==> src/rtl/bus_arbiter_pkg.sv <==
// Shared types and constants for the bus arbiter slice: FSM encoding,
// module-select codes and the idle bus address.
package bus_arbiter_pkg;

  typedef enum logic [1:0] {
    ARB_IDLE    = 2'd0,
    ARB_GRANT   = 2'd1,
    ARB_RELEASE = 2'd2
  } arb_state_t;

  // Module-select codes carried in address[15:12]
  localparam logic [3:0] MOD_MEMORY      = 4'd0;
  localparam logic [3:0] MOD_INSTRUCTION = 4'd1;
  localparam logic [3:0] MOD_MATRIX_ALU  = 4'd2;
  localparam logic [3:0] MOD_INTEGER_ALU = 4'd3;
  localparam logic [3:0] MOD_INTERNAL    = 4'd4;
  localparam logic [3:0] MOD_EXE_ENGINE  = 4'd5;

  localparam logic [15:0] IDLE_ADDR = {MOD_EXE_ENGINE, 12'h000};

endpackage

==> src/rtl/bus_arbiter_rr_select.sv <==
// Combinational round-robin picker: first requesting index strictly after
// last_winner, wrapping around; one-hot result plus valid.
module rr_select #(
  parameter int NUM_REQ = 2,
  parameter int IDX_W   = (NUM_REQ > 1) ? $clog2(NUM_REQ) : 1
) (
  input  logic [NUM_REQ-1:0] req,
  input  logic [IDX_W-1:0]   last_winner,
  output logic [NUM_REQ-1:0] winner,
  output logic               valid
);

  logic [IDX_W-1:0] idx;

  always_comb begin
    winner = '0;
    valid  = 1'b0;
    idx    = '0;
    for (int k = 1; k <= NUM_REQ; k++) begin
      idx = IDX_W'((int'(last_winner) + k) % NUM_REQ);
      if (!valid && req[idx]) begin
        winner[idx] = 1'b1;
        valid       = 1'b1;
      end
    end
  end

endmodule

==> src/rtl/bus_arbiter.sv <==
// Round-robin shared-bus arbiter with IDLE/GRANT/RELEASE FSM.
// Define ARB_TIMEOUT_EN to enable the HOLD_MAX forced-release watchdog.
module bus_arbiter
  import bus_arbiter_pkg::*;
#(
  parameter int NUM_REQ  = 2,
  parameter int DATA_W   = 256,
  parameter int HOLD_MAX = 16
) (
  input  logic                      Clk,
  input  logic                      nReset,
  input  logic [NUM_REQ-1:0]        req,
  input  logic [NUM_REQ*16-1:0]     addr_in,
  input  logic [NUM_REQ-1:0]        nRead_in,
  input  logic [NUM_REQ-1:0]        nWrite_in,
  input  logic [NUM_REQ*DATA_W-1:0] data_in,
  output logic [NUM_REQ-1:0]        gnt,
  output logic [15:0]               address,
  output logic                      nRead,
  output logic                      nWrite,
  output logic [DATA_W-1:0]         DataOut,
  output logic                      busy,
  output logic                      timeout_err
);

  localparam int IDX_W = (NUM_REQ > 1) ? $clog2(NUM_REQ) : 1;

  localparam logic [1:0] S_IDLE    = ARB_IDLE;
  localparam logic [1:0] S_GRANT   = ARB_GRANT;
  localparam logic [1:0] S_RELEASE = ARB_RELEASE;

  logic [1:0]         state;
  logic [IDX_W-1:0]   last_winner;
  logic [IDX_W-1:0]   grant_idx;
  logic [NUM_REQ-1:0] req_eff;
  logic [NUM_REQ-1:0] winner;
  logic               win_valid;
  logic [IDX_W-1:0]   win_idx;
  logic               timeout_hit;

  rr_select #(.NUM_REQ(NUM_REQ), .IDX_W(IDX_W)) u_rr_select (
    .req         (req_eff),
    .last_winner (last_winner),
    .winner      (winner),
    .valid       (win_valid)
  );

  always_comb begin
    win_idx = '0;
    for (int i = 0; i < NUM_REQ; i++)
      if (winner[i]) win_idx = IDX_W'(i);
  end

  // RELEASE re-arbitrates directly, so it shares the IDLE transition
  always_ff @(posedge Clk or negedge nReset) begin
    if (!nReset) begin
      state       <= S_IDLE;
      gnt         <= '0;
      grant_idx   <= '0;
      last_winner <= IDX_W'(NUM_REQ - 1);
    end else begin
      case (state)
        S_GRANT: begin
          if (!req[grant_idx] || timeout_hit) begin
            state <= S_RELEASE;
            gnt   <= '0;
          end
        end
        default: begin
          if (win_valid) begin
            state       <= S_GRANT;
            gnt         <= winner;
            grant_idx   <= win_idx;
            last_winner <= win_idx;
          end else begin
            state <= S_IDLE;
          end
        end
      endcase
    end
  end

`ifdef ARB_TIMEOUT_EN
  localparam int CNT_W = $clog2(HOLD_MAX + 1);

  logic [CNT_W-1:0]   hold_cnt;
  logic [NUM_REQ-1:0] blocked;
  logic               timeout_q;

  assign timeout_hit = (state == S_GRANT) && req[grant_idx] &&
                       (hold_cnt == CNT_W'(HOLD_MAX - 1));
  // A timed-out requester stays out of arbitration until it drops req
  assign req_eff     = req & ~blocked;
  assign timeout_err = timeout_q;

  always_ff @(posedge Clk or negedge nReset) begin
    if (!nReset) begin
      hold_cnt  <= '0;
      blocked   <= '0;
      timeout_q <= 1'b0;
    end else begin
      hold_cnt <= (state == S_GRANT && !timeout_hit) ? hold_cnt + 1'b1 : '0;
      blocked  <= blocked & req;
      if (timeout_hit) begin
        blocked[grant_idx] <= 1'b1;
        timeout_q          <= 1'b1;
      end
    end
  end
`else
  assign timeout_hit = 1'b0;
  assign req_eff     = req;
  assign timeout_err = 1'b0;
`endif

  // Bus mux: zero-latency pass-through of the granted requester only
  always_comb begin
    address = IDLE_ADDR;
    nRead   = 1'b1;
    nWrite  = 1'b1;
    DataOut = '0;
    if (state == S_GRANT) begin
      address = addr_in[grant_idx*16 +: 16];
      nRead   = nRead_in[grant_idx];
      nWrite  = nWrite_in[grant_idx] | ~nRead_in[grant_idx];
      DataOut = data_in[grant_idx*DATA_W +: DATA_W];
    end
  end

  assign busy = |gnt;

endmodule
==> config.mk <==
export PLATFORM = sky130hd
export DESIGN_NAME = bus_arbiter
export DESIGN_NICKNAME = d
export VERILOG_FILES = /design/src/rtl/bus_arbiter_pkg.sv /design/src/rtl/bus_arbiter_rr_select.sv /design/src/rtl/bus_arbiter.sv
export SDC_FILE = /design/constraint.sdc
export NUM_CORES = 1
export LEC_CHECK = 0
export CAP_MARGIN = 25
export CORE_AREA = 2 2 318 320
export CTS_BUF_LIST = sky130_fd_sc_hd__clkbuf_16
export CTS_CLUSTER_DIAMETER = 40
export DETAILED_ROUTE_END_ITERATION = 8
export DIE_AREA = 0 0 320 322
export PLACE_DENSITY = 0.3
export SYNTH_ARGS = -nofsm -noshare
export SYNTH_HDL_FRONTEND = slang
export SYNTH_SLANG_ARGS = --single-unit
==> constraint.sdc <==
create_clock -name Clk -period 1.1 [get_ports Clk]
set_input_delay 0.165 -clock Clk [delete_from_list [all_inputs] [get_ports Clk]]
set_output_delay 0.165 -clock Clk [all_outputs]
set_load 0.02 [all_outputs]
---- Word-level counts from Yosys, hierarchy flattened ----
Index checks and enable logic that the tools add are counted.
Widths: inputs -> output; s select.
word-level totals
  bits in registers ....................... 6
  input port bits ......................... 552
  output and inout bits ................... 278
  word-level logic and storage cells ...... 56
operators by class
  add/sub/neg operators ................... 2
  magnitude comparators ................... 5
  equality and inequality tests ........... 2
  shift operators ......................... 2
  mux-type cells .......................... 29
  bitwise logic cells ..................... 4
  reductions and logical operators ........ 8
operator list
  operator             number
  $shiftx 512x10->256  1
  $mux 256             1
  $shiftx 32x6->16     1
  $mux 1               18
  $mux 16              1
  $mux 2               7
  $lt 1x2->1 const B   3
  $reduce_and 2->1     2
  $logic_and 1x1->1    3
  $add 1x1->1 const B  2
  $demux 1 s1          2
  $eq 2x1->1 const B   1
  $ge 1x1->1 const B   2
  $ne 2x2->1 const B   1
  $not 1->1            2
  $or 2x2->2           1
  $reduce_bool 2->1    1
  $reduce_or 2->1      1
  $logic_not 1->1      1
  $or 1x1->1           1

---- Depth between registers and ports, before layout ----
Gate-level depths: netlist of run 1.
  depth in word-level cells ............... 10
  gate-level depth with buffers ........... 5
  mapped depth without buffers ............ 3

---- Modules after synthesis ----
From an unflattened synthesis of run 1, not the netlist that was laid out.
unflattened totals
  cells, all modules ...................... 638
  area, all modules ....................... 4559.4 sq um
by module, submodules not included
  module       times used  cells each  area an instance (sq um)  sequential area each (sq um)
  bus_arbiter  1           634         4534.3                    151.4
  rr_select    1           4           25.0                      0.0

---- Worst setup path after synthesis of run 1 ----
OpenSTA, ideal clock, no wires.
  path kind ............................... flip-flop to output port
  from .................................... register state[1]
  to ...................................... output port DataOut[218]
  data arrival time ....................... 1.234 ns
  required time ........................... 0.935 ns
  setup slack ............................. -0.299 ns
  stages on the path, launching flop included .. 6
  path buffers ............................ 3
  path through ............................ dfrtp_1 > nand2b_1 > buf_2 > buf_2 > buf_2 > nor2_1
on the way
  word-level cells in the longest chain between the ends .. 2
RTL lines
  what                    RTL line            source
  start, declared         bus_arbiter.sv:32   logic [1:0] state;
  start signal, assigned  bus_arbiter.sv:57   state <= S_IDLE;
  start signal, assigned  bus_arbiter.sv:65   state <= S_RELEASE;
  start signal, assigned  bus_arbiter.sv:71   state <= S_GRANT;
  $eq 2x1->1              bus_arbiter.sv:122  if (state == S_GRANT) begin
  $mux 256                bus_arbiter.sv:122
  end, declared           bus_arbiter.sv:21   output logic [DATA_W-1:0] DataOut,
Every way passes these cells.

---- Worst setup path in the final report of run 1 ----
  from .................................... register grant_idx
  to ...................................... output port DataOut[99]
on the way
  word-level cells in the longest chain between the ends .. 2
RTL lines
  what                    RTL line            source
  start, declared         bus_arbiter.sv:34   logic [IDX_W-1:0] grant_idx;
  start signal, assigned  bus_arbiter.sv:73   grant_idx <= win_idx;
  $shiftx 512x10->256     bus_arbiter.sv:126  DataOut = data_in[grant_idx*DATA_W +: DATA_W];
  $mux 256                bus_arbiter.sv:122
Every way passes these cells.

==> results of run 1 <==
[power groups by stage]
| stage | sequential (W) | clock, W | combinational, W |
|---|---|---|---|
| 5_1_grt | 0.000512 | 0.000640 | 0.0439 |
| 2_1_floorplan | 0.000431 | 0 | 0.0164 |
| 4_1_cts | 0.000509 | 0.000612 | 0.0375 |
| 6_report | 0.000494 | 0.000600 | 0.0417 |
| 3_5_place_dp | 0.000441 | 0 | 0.0320 |
| 3_3_place_gp | 0.000433 | 0 | 0.0321 |
[Yosys cell counts]
cell | number | share of area
dfstp_2 | 1 | 0.0058
buf_4 | 4 | 0.0066
a32o_1 | 1 | 0.0022
buf_2 | 30 | 0.033
a31oi_1 | 2 | 0.0027
or2_2 | 1 | 0.0014
nand2_1 | 4 | 0.0033
clkbuf_1 | 2 | 0.0016
mux2i_1 | 274 | 0.60
a22o_1 | 1 | 0.0019
dfrtp_1 | 5 | 0.027
nor2_1 | 275 | 0.23
nand2b_1 | 2 | 0.0027
and2_1 | 1 | 0.0014
conb_1 | 1 | 0.00082
o21ai_0 | 1 | 0.0011
buf_6 | 21 | 0.052
inv_1 | 1 | 0.00082
buf_8 | 6 | 0.020
o2bb2ai_1 | 1 | 0.0019
a21oi_1 | 3 | 0.0033
nor2b_1 | 2 | 0.0027
[sequential cells by signal, summed over array words and instances, names as in the netlist]
signal and cells:
gnt 2, state 2, grant_idx 1, last_winner 1
[area by class of cell]
class,instances,share of cell area
clock inverters,1,0.000206
clock buffers,3,0.00412
inverters,1,0.000206
repair buffers,1017,0.586
flip-flops and latches,6,0.00852
diodes,11,0.00151
multi-input cells,569,0.310
well taps,1298,0.0891
[worst register-to-register path: stages (launching register included)]
cell,delay (ns)
dfrtp_4,0.56
buf_4,0.18
buf_16,0.15
buf_4,0.15
mux2i_1,0.17
nor2_1,0.09
a22o_1,0.19
[how the worst max path moves through the flow]
stage,slack (ns),cells after the start,end
after floorplan,-0.29,5,DataOut[108]
after global placement,-1.05,7,DataOut[91]
after detailed placement,-1.05,7,DataOut[91]
after CTS,-1.03,6,DataOut[71]
after global routing,-1.01,7,DataOut[99]
final,-0.98,7,DataOut[99]
[per-stage QoR]
stage          std cells  setup TNS [ns]
4_1_cts             2840         -233.06
3_5_place_dp        2791         -222.80
2_1_floorplan        639          -72.59
3_3_place_gp        2791         -221.88
5_1_grt             2901         -232.06
6_report            2906         -216.82
[timing repair]
action,CTS,global route
hold buffers,0,0
gates cloned,10,5
endpoints found under the setup margin,283,283
pin swaps,22,69
buffers inserted,47,67
resized for setup,1115,419
[logic make-up (layout without fill, tap and decap cells)]
| family | Yosys count | in the layout | share of synthesized area |
|---|---|---|---|
| AOI/OAI and AO/OA | 9 | 9 | 0.0132 |
| buffers and inverters | 64 | 1022 | 0.114 |
| DFF | 6 | 6 | 0.0332 |
| muxes | 274 | 274 | 0.601 |
| other | 1 | 12 | 0.000822 |
| and+or+nand+nor | 285 | 285 | 0.238 |
[layer usage]
layer,routed length [um],vias up,track usage
met5,88,-,0
met4,954,14,0.0174
met3,7150,72,0.0575
met2,35500,492,0.224
met1,27500,3959,0.143
li1,-,4111,-
==> results.md, run 1 <==
- Status: finished, violations left
- Failing checks: setup timing
- WHS: 0.213 ns
- Worst hold path class: in2async
- Worst-Skew Late Latency: roughly 0.23 ns
- YS warnings: 0
- Die area: 103000 um^2
- Final Util: 0.183
- Grt ovf: 0
- Crit path from: grant_idx
- Final wirelength: about 71000 um
- CTS max path bufs: 2
- Worst VDD drop: 0.891 mV
- # setup viols final: between 200 and 300
- Final hold vios: 0
- Vias per cell: 2.98
- Sequential power share: 0.012
- Worst EP required: 0.94 ns
- Htree depth: 1
- Area of the multi-input gates: 5650 um^2
- Vias: 8648
- Period utilisation layout: 1.89
- Initial DRC count: 215
- IO Port Bufs: 828
- Pint: approximately 0.023 W
- Row cnt: 116
- DP Worst Slack: -1.05 ns
- # Max-Cap Violations: 0
- # fillers: 11204
- Die width: 320 um
- Clock Sinks: 6
- Fin area: 18200 um^2
- Arrival @ worst endpoint: roughly 1.9 ns
- GP Congestion: a little under 0.9
- Final Slew Violations: 0
- Area delta synth->final: 299%
- Die Span Y: 322 um
- Setup CP Type: reg2out
- Sequential standard cell area: 155 um^2
- Most used cell, CP: buf_12
- First-pass GRT wire length: 88000 um
- Ports: 830
- Pin count of the biggest net entering global routing: 45
- RSZ-0062 raised after global routing: true
- Yosys reg bits: 6
- Share of layout cells above drive strength 1: 0.426
- Commonest non-fill, non-tap cell in the layout: clkdlybuf4s50_1
- Fin nets: 2150
- Post-DP HPWL: 62000 um
- Crit path buffers/inverters: 5
- Startpoint Class: register
- Cells after Synth: approximately 640
- Placed inst area: 15500 um^2
- Skew final: 0.000446 ns
- Logic pwr share: 0.974
- Avg Synthesized Cell Area: between 7 and 8 um^2
- Net switching power: 0.0199 W
- 1st-pass router iterations: 4
- DRT antenna net count: 0
- Total power: roughly 0.043 W
- Starting Density: 0.0458
- Critical Path Slowest Stage Cell: dfrtp_4
- Setup ws final: -0.978 ns
- Max incr delay on CP: 0.56 ns
- CP delay by family, top: buffers and inverters
- Lkg Pwr: 7.30 nW
- Min Tclk post-route: 2.08 ns
- Total CTS buffers: 3
- Core area: 99600 um^2
- CTS tree: yes
- Reg2reg path depth: 6
- CP Max Fanout: 8
- Worst path cell trace: buf_16 -> buf_16 -> buf_12 -> buf_12 -> mux2i_4 -> nor2_4 -> buf_12
- CTS Root Cell: clkbuf_16
- Remaining DRCs: 0
- GR Util All Layers: 0.127
- Netlist cell types: 22
- Most frequent cells in the layout: clkdlybuf4s50_1 (553), buf_4 (243), nor2_1 (175), mux2i_1 (164), buf_6 (109)
- Seq/Total Area, Yosys: 0.0332
- Clock slew at reported path FFs: ~0.040 ns
- Wirelength per Cell: 24.5 um
- R2R Setup Slk: -0.50 ns
- RR Endpoint: gnt[1]
- PD cells: roughly 2300 nW/um^2
- Initial antenna violation count: 34
- Capturing element type of the critical path: output pin
- Peak Freq: 0.481 GHz
- Number of global-route vias before repair: slightly above 9000
- Sw Share: 0.464
- RR Startpoint: grant_idx
- Clk network pwr share: 0.014
- Synthesized area: 4560 um^2
- Synthesized Nets: 1191
Note: power is estimated with default switching activity, not from simulation.
==> run 2: changes to the inputs <==
CTS_BUF_LIST = default   (was sky130_fd_sc_hd__clkbuf_16)
GPL_ROUTABILITY_DRIVEN = 0   (was default)
==> results.md, run 2 (synthesis results as in run 1) <==
- Vias per cell: 2.97 (about the same)
- Worst-Skew Late Latency: 0.23 ns (about the same)
- Starting Density: 0.0458 (unchanged)
- CTS tree: yes
- # Max-Cap Violations: 0 (unchanged)
- Skew final: 0.000702 ns (+0.000256 ns)
- Peak Freq: 0.482 GHz (about the same)
- Initial DRC count: 215 (unchanged)
- Worst path cell trace: buf_16 -> buf_16 -> buf_12 -> buf_12 -> mux2i_4 -> nor2_4 -> buf_12
- RSZ-0062 raised after global routing: true
- Worst hold path class: in2async
- Wirelength per Cell: 24.5 um (about the same)
- Die area: 103000 um^2 (unchanged)
- Final hold vios: 0 (unchanged)
- Max incr delay on CP: 0.56 ns (about the same)
- Status: finished, violations left
- Pin count of the biggest net entering global routing: 45 (unchanged)
- Fin area: 18200 um^2 (unchanged)
- Min Tclk post-route: 2.08 ns (-0.00111 ns)
- CP delay by family, top: buffers and inverters
- WHS: 0.213 ns (-0.000580 ns)
- Die Span Y: 322 um (unchanged)
- Total CTS buffers: 3 (unchanged)
- Die width: 320 um (unchanged)
- # fillers: 11204 (unchanged)
- Ports: 830 (unchanged)
- WP depth: 7 (unchanged)
- Most used cell, CP: buf_12
- Routing usage on met2: 0.224 (unchanged)
- Crit path buffers/inverters: 5 (unchanged)
- PD cells: 2350 nW/um^2 (about the same)
- Vias: 8645 (-0.035%)
- Post-route setup TNS: -216.51 ns (+0.314 ns)
- Most frequent cells in the layout: clkdlybuf4s50_1 (553), buf_4 (243), nor2_1 (175), mux2i_1 (164), buf_6 (109)
- DP Worst Slack: -1.05 ns (unchanged)
- Clk network pwr share: 0.014 (about the same)
- Setup CP Type: reg2out
- Htree depth: 1 (unchanged)
- Grt ovf: 0 (unchanged)
- Clock Sinks: 6 (unchanged)
- # setup viols final: 283 (unchanged)
- CTS Root Cell: clkbuf_16
- Met3 GRT Util: 0.0575 (unchanged)
- 1st-pass router iterations: 4 (unchanged)
- Sequential power share: 0.012 (about the same)
- Area delta synth->final: 299% (unchanged)
- Capturing element type of the critical path: output pin
- Biggest regs: gnt (2), state (2)
- Number of global-route vias before repair: 9290 (unchanged)
- First-pass GRT wire length: 88000 um (unchanged)
- Share of layout cells above drive strength 1: 0.426 (unchanged)
- Critical Path Slowest Stage Cell: dfrtp_4
- Sw Share: 0.464 (about the same)
- Post-DP HPWL: 62000 um (unchanged)
- DRT antenna net count: 0 (unchanged)
- Worst VDD drop: 0.891 mV (unchanged)
- Remaining DRCs: 0 (unchanged)
- Logic pwr share: 0.974 (about the same)
- Lkg Pwr: 7.29 nW (about the same)
- Startpoint Class: register
- Sequential standard cell area: 155 um^2 (unchanged)
- Final wirelength: 71200 um (about the same)
- Fin nets: 2150 (unchanged)
- Pint: 0.0229 W (about the same)
- Reg2reg path depth: 6 (unchanged)
- Arrival @ worst endpoint: 1.91 ns (about the same)
- Setup ws final: -0.977 ns (+0.00111 ns)
- Placed inst area: 15500 um^2 (unchanged)
- Initial antenna violation count: 34 (unchanged)
- Row cnt: 116 (unchanged)
- IO Port Bufs: 828 (unchanged)
- Net switching power: 0.0199 W (about the same)
- GRT busiest layer: met2
- Area of the multi-input gates: 5650 um^2 (unchanged)
- Period utilisation layout: 1.89 (about the same)
- CP Max Fanout: 8 (unchanged)
- GR Util All Layers: 0.127 (unchanged)
- Worst EP required: 0.94 ns (about the same)
- Core area: 99600 um^2 (unchanged)
- Failing checks: setup timing
- Clock slew at reported path FFs: 0.03 ns (about the same)
- Final Slew Violations: 0 (unchanged)
- Cell count after placement: 2791 (unchanged)
- Final Non-Filler Cells: 2906 (unchanged)
- CTS max path bufs: 2 (unchanged)
- Commonest non-fill, non-tap cell in the layout: clkdlybuf4s50_1
- Met1 Use GR: 0.143 (unchanged)
==> run 2: changes by cell type in the layout (fill, tap and decap cells not counted) <==
cell      before  now
clkbuf_1       0    1
inv_1          2    1
==> run 2: cell type report <==
type                    instances  area share
clock buffers                   4     0.00433
flip-flops and latches          6     0.00852
inverters                       1    0.000206
diodes                         11     0.00151
multi-input cells             569       0.310
well taps                    1298      0.0891
repair buffers               1017       0.586
==> run 2: worst paths after layout <==
| path | start | slack, ns | to |
|---|---|---|---|
| setup / recovery | grant_idx | -0.98 | DataOut[99] |
| hold reg to reg | last_winner | 0.54 | last_winner |
| hold / removal | nReset | 0.21 | gnt[0] |
| min in group Clk | last_winner | 0.54 | last_winner |
| setup reg to reg | grant_idx | -0.50 | gnt[1] |
| max in group asynchronous | nReset | 0.59 | last_winner |
==> run 2: routing by layer <==
| metal | vias to the layer above | wire length [um] |
|---|---|---|
| met1 | 3957 | 27500 |
| met2 | 490 | 35500 |
| met5 | - | 88 |
| li1 | 4112 | - |
| met4 | 14 | 954 |
| met3 | 72 | 7150 |
==> run 2: repair_timing <==
item | 4_1_cts | 5_1_grt
resized for setup | 1115 | 419
cloned | 10 | 5
buffers inserted | 47 | 67
setup endpoints to repair | 283 | 283
hold buffers | 0 | 0
pin swaps | 22 | 69
==> run 2: power by group through the flow <==
| stage | Clock [W] | Sequential [W] | Combinational, W |
|---|---|---|---|
| after floorplan | 0 | 0.000431 | 0.0164 |
| after global placement | 0 | 0.000433 | 0.0321 |
| after detailed placement | 0 | 0.000441 | 0.0320 |
| after CTS | 0.000621 | 0.000509 | 0.0375 |
| after global routing | 0.000649 | 0.000512 | 0.0439 |
| final | 0.000607 | 0.000494 | 0.0417 |
==> run 2: stage by stage <==
stage,power (W),util
after floorplan,0.0169,-
after global placement,0.0326,0.156
after detailed placement,0.0324,0.156
after CTS,0.0387,0.170
after global routing,0.0450,0.183
final,0.0428,0.183
